File: config.mk
export PLATFORM = sky130hd
export DESIGN_NAME = pipe_ctrl
export DESIGN_NICKNAME = d
export VERILOG_FILES = /design/src/rtl/y86_pkg.sv /design/src/rtl/sat_counter.sv /design/src/rtl/pipe_ctrl.sv
export SDC_FILE = /design/constraint.sdc
export NUM_CORES = 1
export LEC_CHECK = 0
export ABC_AREA = 1
export CAP_MARGIN = 25
export CELL_PAD_IN_SITES_DETAIL_PLACEMENT = 1
export CELL_PAD_IN_SITES_GLOBAL_PLACEMENT = 2
export CORE_MARGIN = 10
export CORE_UTILIZATION = 27
export CTS_BUF_LIST = sky130_fd_sc_hd__clkbuf_8
export CTS_CLUSTER_DIAMETER = 200
export CTS_CLUSTER_SIZE = 8
export DETAILED_ROUTE_END_ITERATION = 7
export PLACE_DENSITY_LB_ADDON = 0.1
export SETUP_SLACK_MARGIN = 0.2
export SLEW_MARGIN = 20
export SYNTH_ARGS = -nofsm -noshare
export SYNTH_HDL_FRONTEND = slang
export SYNTH_SLANG_ARGS = --single-unit
File: constraint.sdc
create_clock -name clk -period 2.15 [get_ports clk]
set_input_delay 0.215 -clock clk [delete_from_list [all_inputs] [get_ports clk]]
set_output_delay 0.215 -clock clk [all_outputs]
set_load 0.03 [all_outputs]
File: src/rtl/y86_pkg.sv
// y86_pkg: shared Y86-64 icodes, status codes, register IDs and control FSM encoding
package y86_pkg;
  localparam logic [3:0] IHALT   = 4'h0;
  localparam logic [3:0] INOP    = 4'h1;
  localparam logic [3:0] IRRMOVQ = 4'h2;
  localparam logic [3:0] IIRMOVQ = 4'h3;
  localparam logic [3:0] IRMMOVQ = 4'h4;
  localparam logic [3:0] IMRMOVQ = 4'h5;
  localparam logic [3:0] IOPQ    = 4'h6;
  localparam logic [3:0] IJXX    = 4'h7;
  localparam logic [3:0] ICALL   = 4'h8;
  localparam logic [3:0] IRET    = 4'h9;
  localparam logic [3:0] IPUSHQ  = 4'hA;
  localparam logic [3:0] IPOPQ   = 4'hB;
  localparam logic [2:0] SBUB = 3'd0;
  localparam logic [2:0] SAOK = 3'd1;
  localparam logic [2:0] SHLT = 3'd2;
  localparam logic [2:0] SADR = 3'd3;
  localparam logic [2:0] SINS = 3'd4;
  localparam logic [3:0] RNONE = 4'hF;
  typedef enum logic [1:0] {S_RUN = 2'd0, S_DRAIN = 2'd1, S_PAUSED = 2'd2, S_HALTED = 2'd3} state_t;
  function automatic logic is_exc(input logic [2:0] s);
    return s == SHLT || s == SADR || s == SINS;
  endfunction
endpackage

File: src/rtl/sat_counter.sv
// sat_counter: up-counter that sticks at all-ones, synchronous clear has priority
module sat_counter #(
  parameter int CNT_W = 32
) (
  input  logic             clk,
  input  logic             i_clr,
  input  logic             i_inc,
  output logic [CNT_W-1:0] o_cnt
);
  logic [CNT_W-1:0] r_cnt;
  // clear, otherwise count until every bit is set
  always_ff @(posedge clk)
    if (i_clr) r_cnt <= '0;
    else if (i_inc && !(&r_cnt)) r_cnt <= r_cnt + 1'b1;
  assign o_cnt = r_cnt;
endmodule

File: src/rtl/pipe_ctrl.sv
// pipe_ctrl: Y86-64 pipeline stall/bubble control, processor status FSM and perf counters
module pipe_ctrl
  import y86_pkg::*;
#(
  parameter int REG_W     = 4,
  parameter int CNT_W     = 32,
  parameter int DRAIN_CYC = 4
) (
  input  logic             clk,
  input  logic             reset,
  input  logic [3:0]       d_icode,
  input  logic [REG_W-1:0] d_srcA,
  input  logic [REG_W-1:0] d_srcB,
  input  logic [3:0]       e_icode,
  input  logic [REG_W-1:0] e_dstM,
  input  logic             e_cnd,
  input  logic [3:0]       m_icode,
  input  logic [2:0]       m_stat,
  input  logic [3:0]       w_icode,
  input  logic [2:0]       w_stat,
  input  logic             dbg_halt,
  input  logic             dbg_resume,
  output logic             f_stall,
  output logic             d_stall,
  output logic             d_bubble,
  output logic             e_bubble,
  output logic             m_bubble,
  output logic             w_stall,
  output logic             set_cc_en,
  output logic [2:0]       proc_stat,
  output logic [1:0]       state,
  output logic [CNT_W-1:0] cyc_cnt,
  output logic [CNT_W-1:0] ret_cnt,
  output logic [CNT_W-1:0] stall_cnt
);
  localparam int DW = $clog2(DRAIN_CYC + 1);
  state_t        r_state;
  logic [2:0]    r_stat;
  logic [DW-1:0] r_drain;
  logic          w_lu, w_mp, w_rt, w_hold, w_drain, w_mexc, w_wexc;
  // hazard detection and state decode, purely from current inputs
  always_comb begin
    w_lu    = (e_icode == IMRMOVQ || e_icode == IPOPQ) && e_dstM != '1 &&
              (e_dstM == d_srcA || e_dstM == d_srcB);
    w_mp    = e_icode == IJXX && !e_cnd;
    w_rt    = d_icode == IRET || e_icode == IRET || m_icode == IRET;
    w_hold  = r_state == S_PAUSED || r_state == S_HALTED;
    w_drain = r_state == S_DRAIN;
    w_mexc  = is_exc(m_stat);
    w_wexc  = is_exc(w_stat);
  end
  // same-cycle controls: reset flushes, hold freezes, drain keeps fetch frozen and D empty
  always_comb begin
    f_stall   = !reset && (w_hold || w_drain || w_lu || w_rt);
    d_stall   = !reset && (w_hold || w_lu);
    d_bubble  = reset || (!w_hold && (w_drain || w_mp || (w_rt && !w_lu)));
    e_bubble  = reset || (!w_hold && (w_mp || w_lu));
    m_bubble  = reset || (!w_hold && (w_mexc || w_wexc));
    w_stall   = !reset && (w_hold || w_wexc);
    set_cc_en = !reset && !w_hold && e_icode == IOPQ && !w_mexc && !w_wexc;
  end
  // status FSM: an exception reaching W halts for good and beats a debug pause
  always_ff @(posedge clk)
    if (reset) begin
      r_state <= S_RUN;
      r_stat  <= SAOK;
      r_drain <= '0;
    end else begin
      case (r_state)
        S_RUN:
          if (w_wexc) begin
            r_state <= S_HALTED;
            r_stat  <= w_stat;
          end else if (dbg_halt) begin
            r_state <= S_DRAIN;
            r_drain <= DW'(DRAIN_CYC);
          end
        S_DRAIN:
          if (w_wexc) begin
            r_state <= S_HALTED;
            r_stat  <= w_stat;
          end else if (r_drain <= DW'(1)) r_state <= S_PAUSED;
          else r_drain <= r_drain - 1'b1;
        S_PAUSED:
          if (dbg_resume) r_state <= S_RUN;
        default: ;
      endcase
    end
  assign state     = r_state;
  assign proc_stat = r_stat;
  sat_counter #(.CNT_W(CNT_W)) u_cyc (
    .clk(clk), .i_clr(reset), .i_inc(r_state != S_HALTED), .o_cnt(cyc_cnt)
  );
  sat_counter #(.CNT_W(CNT_W)) u_ret (
    .clk(clk), .i_clr(reset),
    .i_inc(w_stat == SAOK && w_icode != INOP && (r_state == S_RUN || w_drain)),
    .o_cnt(ret_cnt)
  );
  sat_counter #(.CNT_W(CNT_W)) u_stall (
    .clk(clk), .i_clr(reset), .i_inc(r_state == S_RUN && f_stall), .o_cnt(stall_cnt)
  );
endmodule

==> flow_summary.ini <==
[outcome]
outcome = finished, final reports clean

[setup_path]
critical-path-slowest-cell = clkdlybuf4s50_1
path_depth = 1
reg2reg_depth = 11
cp-end-kind = output port
r2r-end = u_ret.o_cnt[17]
cpPeakStageDelay_ns = 0.75
crit_start = u_ret.o_cnt[15]
start_kind = register
crit_buf_inv = 1
critPathKind = reg -> out
worstPathCellList = clkdlybuf4s50_1
reg2reg_from = u_ret.o_cnt[0]
cp.required_ns = 1.93
crit_fanout = 7
r2r_slack_ns = 0.30
crit_family = buffers and inverters
cp.arrival_ns = 1.66
cp-endpoint = ret_cnt[15]

[cells_and_area]
final_common_cell = nand2_1
area_delta_synth_final_pct = 44.6
drive_above_1_share = 0.155
layout_common_cells = 327 x nand2_1, 190 x nor2_1, 123 x clkdlybuf4s50_1, 95 x inv_1, 85 x dfxtp_1
diodes = 0
final_nets = 1315

[timing]
report.final.hold_viol_count = 0
slew_headroom = 0.618
rsz0062_at_grt = true
post-route-period-util = 0.872
layout_min_cycle_time_ns = 1.87
drv_slew = 0
tightest_slew_ns = 0.573
fmax_mhz = 533
fin_hold_ws_ns = 0.231
setup_viol_count_final = 0
fin_skew_ns = 0.0128
tns_ns = 0

[min_path]
hold_class = in -> reg

[clock_network]
clkTransAtPathRegs_ns = 0.11
cts.sink_count = 104
clock_latency_ns = 0.39
root_buffer = clkbuf_8
cts_tree = done
clock_path_buffers = 2
cts_buffers = 9
h-tree-depth = 3

[synthesis]
synth_compound_area_frac = 0.0722
synth_top_cell_by_area = dfxtp_1
ys_types = 39
synth_area_per_cell_um2 = 6.11
ys_seq_area_frac = 0.323
synth_area_um2 = 6450
syn_nets = 1103
synthMuxAreaShare = 0.00175
synth_adder_area_share = 0.0155
synth_warnings = 0
synthTopCellsByArea = dfxtp_1 32%, nand2_1 20%, nor2_1 12%
yosys.area.top_type_share = 0.323
synthSimpleGateAreaFrac = 0.462
syn_inst = 1056
synth_xor_area_frac = 0.0421
postSynthRegisterBits = 104
synth_top_family_by_area = simple AND/OR/NAND/NOR gates

[drt]
vias = 7294
vias_per_cell = 4.59
drtIter0Drc = 246
wl_per_cell_um = 15.1
dr.pass1.iters = 4
drc = 0
routed_wl_um = 24000
ant_nets = 0

[floorplan]
die_w_um = 175
rows = 56
num_io_pins = 147
fp.dieH_um = 175
die_area_um2 = 30500
start_util = 0.275
core_area_um2 = 23500

[power_and_ir_drop]
pwr_density_cell_nw_per_um2 = 582
p_comb_frac = 0.347
switching_share = 0.356
p_int_mw = 3.49
peakVddDrop_mv = 0.318
pwr-share-clk = 0.262
p_total_mw = 5.43
pwr-share-seq = 0.391
switchingPower_mw = 1.93
leakage_nw = 3.63

[grt]
use_met2 = 0.268
grt_first_pass_wirelength_um = 39400
busiest_layer = met2
antenna_found_initial = 0
grt_pass1_vias = 7653
use_met3 = 0.0301
gr-usage-all-layers = 0.156
grt_max_degree = 43
grtUsageMet1 = 0.196
grt_remaining_overflow = 0

[run]
drv_cap = 0

[placed_design]
dp_hpwl_um = 19000
place.gp.congestion = 0.818
numPortBuffers = 146
metal layers:
metal	up-vias	routed length, um	share of wire
li1	3765	-	-
met1	3414	11300	0.47
met2	101	11500	0.48
met3	14	908	0.038
met4	0	289	0.012
met5	-	0	0
synthesized netlist by cell type:
cell type and instances:
o21bai_1 5, a21oi_2 1, nor2_1 204, nor3_2 4, nor3_1 28, nand4_1 28
or2_2 2, nor3b_1 1, nand2_4 1, xnor2_1 14, mux2_2 1, xor2_1 17
clkbuf_1 7, buf_6 6, nand2_2 4, nand3_1 61, nor3_4 1, o21ai_0 20
ha_1 8, nor4_1 3, inv_2 3, nor2_2 5, a211oi_1 1, buf_4 1
and2_1 1, o21ai_1 2, inv_1 99, a21oi_1 59, nor2_4 4, nand3_2 4
nand2_1 336, nor4b_1 1, dfxtp_1 104, buf_2 10, buf_1 1, a31oi_1 1
nand3b_1 6, nand3_4 1, and3_1 1
cell type report:
type	count	area, um2
Clock buffer	10	138
Sequential cell	104	2110
Tap cell	319	399
Timing Repair Buffer	226	2170
Multi-Input combinational cell	825	4030
Clock inverter	4	71.3
Inverter	102	395
Fill cell	3046	14100
worst min-delay path by stage:
stage | from | to | slack [ns] | cells past startpoint
floorplan | w_stat[0] | proc_stat[0] | 0.34 | 2
detailed placement | proc_stat[0] | proc_stat[0] | 0.47 | 2
finish | reset | u_stall.o_cnt[24] | 0.23 | 4
global route | reset | u_cyc.o_cnt[25] | 0.25 | 4
CTS | reset | u_stall.o_cnt[24] | 0.22 | 4
global placement | proc_stat[0] | proc_stat[0] | 0.45 | 2
power by group through the flow:
stage | Sequential [mW] | Clock [mW] | Combinational (mW)
2_1_floorplan | 2.29 | 0 | 0.852
6_report | 2.12 | 1.42 | 1.88
3_3_place_gp | 2.15 | 0 | 1.70
5_1_grt | 2.14 | 1.56 | 2.09
3_5_place_dp | 2.16 | 0 | 1.71
4_1_cts | 2.12 | 1.49 | 1.80
registers in the layout (all words and copies together), names as in the netlist:
register	flops
u_cyc.o_cnt	32
u_ret.o_cnt	32
u_stall.o_cnt	32
proc_stat	3
r_drain	3
state	2
worst reg2reg max path, delay by kind of cell (launching register included):
kind	cells	cell delay (ns)
buf+inv	2	0.25
flops	1	0.37
compound gates	1	0.05
simple gates	7	0.88
fa+ha+maj	1	0.16
kinds of logic (layout without fill, tap and decap cells):
logic type | Yosys count | in the layout
xor+xnor | 31 | 31
flops | 104 | 104
compound gates | 89 | 89
fa+ha+maj | 8 | 8
mux | 1 | 1
simple gates | 696 | 696
buf+inv | 127 | 342
metrics by stage:
stage	cells	setup WS [ns]	util	area, um2
finish	1590	0.275	0.397	9320
global route	1590	0.176	0.397	9320
CTS	1581	0.192	0.381	8940
floorplan	1056	0.206	-	6450
global placement	1563	0.00210	0.370	8680
detailed placement	1563	-0.0390	0.370	8680
repair_timing:
item,CTS,global route
gates resized for setup,17,93
setup buffers,4,8
hold endpoints to repair,0,0
hold buffers,0,0
setup endpoints to repair,31,93
pin swaps,2,17
gates cloned,0,1
Note: power is estimated with default switching activity, not from simulation.
